==> src/rtl/overlay_pkg.sv <==
// Shared constants and types for the glyph overlay path.
//   GLYPH_W/GLYPH_H : glyph size in font pixels
//   GLYPH_WORDS     : ROM bits per glyph (one bit per font pixel)
//   FONT_ADDR_W     : font ROM address width
//   RGB_W           : pixel colour width
//   pix_side_t      : per-pixel sideband carried alongside the ROM lookup
package overlay_pkg;

    localparam int unsigned GLYPH_W     = 8;
    localparam int unsigned GLYPH_H     = 8;
    localparam int unsigned GLYPH_WORDS = 64;
    localparam int unsigned GLYPH_IDX_W = 3;
    localparam int unsigned FONT_ADDR_W = 10;
    localparam int unsigned RGB_W       = 24;

    typedef struct packed {
        logic             de;
        logic             in_box;
        logic [RGB_W-1:0] rgb;
    } pix_side_t;

endpackage

==> src/rtl/glyph_blink_ctrl.sv <==
// Frame-based blink generator for the glyph overlay.
//   clk_50MHz   : pixel clock
//   reset       : asynchronous active-high reset
//   frame_start : one-cycle pulse per frame; all state changes happen here
//   blink_en    : enables blinking; when low the glyph is held visible
//   blink_phase : 1 = glyph visible, 0 = glyph hidden
module glyph_blink_ctrl #(
    parameter int unsigned BLINK_FRAMES = 30
) (
    input  logic clk_50MHz,
    input  logic reset,
    input  logic frame_start,
    input  logic blink_en,
    output logic blink_phase
);

    localparam bit          BLINK_ON = (BLINK_FRAMES != 0);
    // Wraps harmlessly when BLINK_FRAMES is 0; never used in that case.
    localparam logic [15:0] LAST_CNT = 16'(BLINK_FRAMES - 1);

    logic [15:0] cnt_q, cnt_d;
    logic        blink_phase_q, blink_phase_d;

    always_comb begin
        cnt_d         = cnt_q;
        blink_phase_d = blink_phase_q;
        if (frame_start) begin
            if (blink_en && BLINK_ON) begin
                if (cnt_q == LAST_CNT) begin
                    cnt_d         = '0;
                    blink_phase_d = ~blink_phase_q;
                end else begin
                    cnt_d = cnt_q + 16'd1;
                end
            end else begin
                cnt_d         = '0;
                blink_phase_d = 1'b1;
            end
        end
    end

    always_ff @(posedge clk_50MHz or posedge reset) begin
        if (reset) begin
            cnt_q         <= '0;
            blink_phase_q <= 1'b1;
        end else begin
            cnt_q         <= cnt_d;
            blink_phase_q <= blink_phase_d;
        end
    end

    assign blink_phase = blink_phase_q;

endmodule

==> src/rtl/glyph_overlay_renderer.sv <==
// Renders one scaled 8x8 glyph from a bit-per-pixel font ROM over the video stream.
//   clk_50MHz, reset        : pixel clock, asynchronous active-high reset
//   offset, frame_start     : glyph base address, latched once per frame
//   blink_en                : enables frame-based blinking
//   de_in/hcount_in/
//   vcount_in/rgb_in        : incoming pixel
//   rom_addr/rom_data       : font ROM lookup (registered ROM, one cycle read)
//   de_out/rgb_out/
//   glyph_active            : outgoing pixel, fixed two-cycle latency
module glyph_overlay_renderer
    import overlay_pkg::*;
#(
    parameter int unsigned      X_POS        = 16,
    parameter int unsigned      Y_POS        = 16,
    parameter int unsigned      SCALE_LOG2   = 2,
    parameter int unsigned      CNT_W        = 12,
    parameter logic [RGB_W-1:0] FG_COLOR     = 24'hFFFFFF,
    parameter int unsigned      BLINK_FRAMES = 30
) (
    input  logic                   clk_50MHz,
    input  logic                   reset,
    input  logic [FONT_ADDR_W-1:0] offset,
    input  logic                   frame_start,
    input  logic                   blink_en,
    input  logic                   de_in,
    input  logic [CNT_W-1:0]       hcount_in,
    input  logic [CNT_W-1:0]       vcount_in,
    input  logic [RGB_W-1:0]       rgb_in,
    output logic [FONT_ADDR_W-1:0] rom_addr,
    input  logic                   rom_data,
    output logic                   de_out,
    output logic [RGB_W-1:0]       rgb_out,
    output logic                   glyph_active
);

    localparam int unsigned    BOX_W = GLYPH_W << SCALE_LOG2;
    localparam int unsigned    BOX_H = GLYPH_H << SCALE_LOG2;
    localparam logic [CNT_W-1:0] X_LO = CNT_W'(X_POS);
    localparam logic [CNT_W-1:0] X_HI = CNT_W'(X_POS + BOX_W);
    localparam logic [CNT_W-1:0] Y_LO = CNT_W'(Y_POS);
    localparam logic [CNT_W-1:0] Y_HI = CNT_W'(Y_POS + BOX_H);

    logic [FONT_ADDR_W-1:0] offset_q, offset_d;
    logic [FONT_ADDR_W-1:0] rom_addr_q, rom_addr_d;
    pix_side_t              s0_q, s0_d;
    pix_side_t              s1_q, s1_d;
    logic                   de_out_q, de_out_d;
    logic                   glyph_active_q, glyph_active_d;
    logic [RGB_W-1:0]       rgb_out_q, rgb_out_d;

    logic                   blink_phase;
    logic [CNT_W-1:0]       dx, dy;
    logic [GLYPH_IDX_W-1:0] col, row;
    logic                   in_box;

    glyph_blink_ctrl #(
        .BLINK_FRAMES (BLINK_FRAMES)
    ) u_blink (
        .clk_50MHz   (clk_50MHz),
        .reset       (reset),
        .frame_start (frame_start),
        .blink_en    (blink_en),
        .blink_phase (blink_phase)
    );

    always_comb begin
        // Offset only moves at frame boundaries so a glyph never tears mid-frame.
        offset_d = frame_start ? offset : offset_q;

        dx     = hcount_in - X_LO;
        dy     = vcount_in - Y_LO;
        col    = dx[SCALE_LOG2 +: GLYPH_IDX_W];
        row    = dy[SCALE_LOG2 +: GLYPH_IDX_W];
        in_box = de_in
                 && (hcount_in >= X_LO) && (hcount_in < X_HI)
                 && (vcount_in >= Y_LO) && (vcount_in < Y_HI);

        // Plain 10-bit wrap: unaligned offsets may legitimately straddle glyphs.
        rom_addr_d = offset_q + FONT_ADDR_W'({row, col});

        s0_d.de     = de_in;
        s0_d.in_box = in_box;
        s0_d.rgb    = rgb_in;
        s1_d        = s0_q;

        de_out_d       = s1_q.de;
        glyph_active_d = s1_q.in_box;
        rgb_out_d      = (s1_q.in_box && rom_data && blink_phase) ? FG_COLOR : s1_q.rgb;
    end

    always_ff @(posedge clk_50MHz or posedge reset) begin
        if (reset) begin
            offset_q       <= '0;
            rom_addr_q     <= '0;
            s0_q           <= '0;
            s1_q           <= '0;
            de_out_q       <= 1'b0;
            glyph_active_q <= 1'b0;
            rgb_out_q      <= '0;
        end else begin
            offset_q       <= offset_d;
            rom_addr_q     <= rom_addr_d;
            s0_q           <= s0_d;
            s1_q           <= s1_d;
            de_out_q       <= de_out_d;
            glyph_active_q <= glyph_active_d;
            rgb_out_q      <= rgb_out_d;
        end
    end

    assign rom_addr     = rom_addr_q;
    assign de_out       = de_out_q;
    assign glyph_active = glyph_active_q;
    assign rgb_out      = rgb_out_q;

endmodule

==> config.mk <==
export PLATFORM = sky130hd
export DESIGN_NAME = glyph_overlay_renderer
export DESIGN_NICKNAME = d
export VERILOG_FILES = /design/src/rtl/overlay_pkg.sv /design/src/rtl/glyph_blink_ctrl.sv /design/src/rtl/glyph_overlay_renderer.sv
export SDC_FILE = /design/constraint.sdc
export NUM_CORES = 1
export LEC_CHECK = 0
export CORE_AREA = 2 2 169 88
export DETAILED_ROUTE_END_ITERATION = 8
export DIE_AREA = 0 0 171 90
export PLACE_DENSITY_LB_ADDON = 0.05
export SYNTH_ARGS = -nofsm -noshare
export SYNTH_HDL_FRONTEND = slang
export SYNTH_SLANG_ARGS = --single-unit
==> constraint.sdc <==
create_clock -name clk_50MHz -period 9.27 [get_ports clk_50MHz]
set_input_delay 2.781 -clock clk_50MHz [delete_from_list [all_inputs] [get_ports clk_50MHz]]
set_output_delay 2.781 -clock clk_50MHz [all_outputs]
set_load 0.01 [all_outputs]
==> flow_summary_export.csv <==
group,metric,value,unit
floorplanning,rows,31,
floorplanning,die_area,0.01539,mm²
run,drv_cap,0,
drt,wirelength,8268,µm
worst_setup_path,crit_chain,"clkdlybuf4s50_1 > inv_1 > ha_1 > nor2b_1 > o31a_1 > or4b_2 > nand3_1",
drt,vias,2563,
min_path,holdPathStages,0,
final_layout,area_delta_synth_final,44.73,%
final_layout,fin_nets,478,
placement,portBuffers,95,
pwr,p_leak,0.002521,µW
global_route,grt_max_degree,75,
floorplanning,dieWidth,171,µm
worst_setup_path,required,9.61,ns
sta,fin_worst_skew,0.008215,ns
clocking,worstSkewPairLatency,0.40,ns
sta,layout_min_cycle_time,4.541,ns
synth,yosysMostFrequentCell,"dfrtp_1",
worst_setup_path,crit_type,"in2reg",
worst_setup_path,crit_buf_inv,2,
sta,fmax,220.2,MHz
sta,rsz0062_at_grt,"no",
synth,ys.flop_type,"dfrtp_1",
clocking,path_clk_slew,0.06,ns
clocking,htreeDepth,4,
worst_setup_path,path_delay_family,"simple AND/OR/NAND/NOR gates",
drt,drt_iter0_drc,136,
clocking,cts_buffer_depth,2,
sta,slew_viol_final,0,
pwr,vdd_drop_max,83.49,µV
synth,synth.top_cell.area_share,69.85,%
min_path,hp-class,"reg2reg",
clocking,clock_sinks,115,
clocking,cts_resized,0,
synth,ys_top_cells_by_area,"dfrtp_1 (70%), nand2b_1 (3.8%), mux2_2 (2.8%)",
placement,dp_hpwl,5446,µm
clocking,cts_made_buffers,17,
worst_setup_path,critical_path.startpoint_type,"input pin",
min_path,min-delay-start,"s0_q[1]",
floorplanning,io_pins,100,
clocking,cts-root-buf,"clkbuf_16",
worst_setup_path,cp-startpoint,"hcount_in[4]",
final_layout,drive_gt1_share,12.44,%
synth,synthCells,295,
sta,setup-tns-final,0,ns
worst_setup_path,slowest_delay,0.62,ns
floorplanning,start_util,29.09,%
pwr,p_total,1371,µW
clocking,cts_setup_buffers,0,
sta,tightest_slew,0.9084,ns
synth,synth.ff_latch_count,115,
outcome,status,"finished clean",
floorplanning,die_h,90,µm
placement,gp_congestion,0.7244,
synth,yosys.area.top_type,"dfrtp_1",
sta,hold_viol_final,0,
global_route,antenna_found_initial,0,
sta,period_share,48.98,%
final_layout,n_antenna_cell,0,
clocking,cts_tree,"built",
floorplanning,core-area,0.01404,mm²
worst_setup_path,ff2ff_path_depth,6,
worst_setup_path,crit_arrival,4.88,ns
synth,synthesis.nets,368,
synth,synth-async-reset-ratio,100.0,%
worst_setup_path,slowest_stage,"or4b_2",
synth,avgSynthCellArea,13.84,µm²
global_route,track_usage,12.14,%
global_route,grt_overflow,0,
placement,dpl_cell_area,0.005278,mm²
worst_setup_path,worstPathMaxFanout,5,
synth,netlist_area,0.004084,mm²
drt,postRouteAntennaNets,0,
synth,synth_cell_type_count,42,
sta,relSlewSlack,39.44,%
synth,synth_commonest_cells,"dfrtp_1 (114), nand2b_1 (25), nor2_1 (16)",
drt,viasPerCell,4.161,
final_layout,final_area,0.005911,mm²
pwr,powerDensity,231.9,mW/mm²
global_route,grt_pass1_vias,2662,
sta,setup_viol,0,
drt,drt_first_pass_iters,4,
sta,hold_slack,0.3457,ns
synth,ys_seq_area_share,70.50,%
drt,wl_per_cell,13.42,µm
drt,drc,0,
global_route,grt_pass1_wl,14030,µm
synth,yosysWarningCount,0,
worst_setup_path,end_kind,"flip-flop",
worst_setup_path,reg2reg_from,"u_blink.cnt_q[1]",
clocking,hold_buffers,0,
worst_setup_path,crit_cells,7,
synth,synth-edff-count,0,
## power by group
group | leakage, µW | total, µW | switching [µW] | internal (µW)
Combinational | 0.000832 | 129 | 54.8 | 74.0
Clock | 0.000309 | 693 | 239 | 454
Sequential | 0.00138 | 549 | 13.6 | 535
Total | 0.00252 | 1370 | 308 | 1060
## worst register-to-register path, cell delays in order, from the launching register on
cell     delay [ns]
dfrtp_1        0.40
inv_1          0.09
ha_1           0.15
or4b_4         0.48
o41ai_4        0.56
and2_1         0.44
nor2_1         0.10
## sequential cells by signal, indices dropped and copies added, names as in the netlist
name                 count
de_out                   1
de_out_d                 1
glyph_active             1
glyph_active_d           1
offset_q                10
rgb_out                 24
rom_addr                10
s0_q                    26
s1_q                    24
u_blink.blink_phase      1
u_blink.cnt_q           16
## cell families (layout without fill, tap and decap cells)
family	after synthesis	in the layout	share of synthesized area (%)
flops	115	115	70.50
simple gates	95	95	13.24
compound gates	31	31	5.362
buf+inv	20	143	1.930
xor+xnor	13	13	2.788
mux	12	12	3.248
fa+ha+maj	9	9	2.941
## placed cells by master (no fill, tap or decap), drive strengths merged, types with 5 or more instances in the layout
| master | synthesis | routed |
|---|---|---|
| xnor2 | 12 | 12 |
| nor4 | 5 | 5 |
| clkinv | 0 | 8 |
| mux2 | 10 | 10 |
| clkdlybuf4s50 | 0 | 95 |
| nand3 | 8 | 8 |
| nor3 | 7 | 7 |
| ha | 8 | 8 |
| a21oi | 6 | 6 |
| nand2 | 8 | 8 |
| nor2 | 17 | 17 |
| inv | 13 | 15 |
| dfrtp | 114 | 114 |
| nand2b | 25 | 25 |
| o21ai | 10 | 10 |
| clkbuf | 5 | 18 |
## per-stage QoR
step / cells / util, % / setup WS [ns]
after floorplan: 295 / - / 3.447
after global placement: 584 / 37.59 / 4.307
after detailed placement: 584 / 37.59 / 4.312
after CTS: 616 / 42.10 / 4.735
after global routing: 616 / 42.10 / 4.633
final: 616 / 42.10 / 4.729
## area by class of cell
type                            instances  area (µm²)
Clock buffer                           18       429.2
Clock inverter                         14       203.9
Fill cell                            1326        8130
Inverter                               13       51.30
Multi-Input combinational cell        160        1126
Sequential cell                       115        2879
Tap cell                              198       247.7
Timing Repair Buffer                   98       973.4
## final timing paths
kind	slack (ns)	to
min reg2reg	0.35	s1_q[1]
min	0.35	s1_q[1]
max	4.73	rom_addr[8]
max in group asynchronous	5.16	s1_q[8]
max reg2reg	6.92	u_blink.cnt_q[9]
min in group asynchronous	2.78	rgb_out[12]
## per-layer routing
| layer | routed length [µm] | GRT usage [%] |
|---|---|---|
| met5 | 0 | 0 |
| met1 | 4329 | 18.01 |
| met3 | 711 | 5.989 |
| met2 | 3113 | 14.58 |
| met4 | 114 | 4.873 |
(Power assumes the default switching activity.)
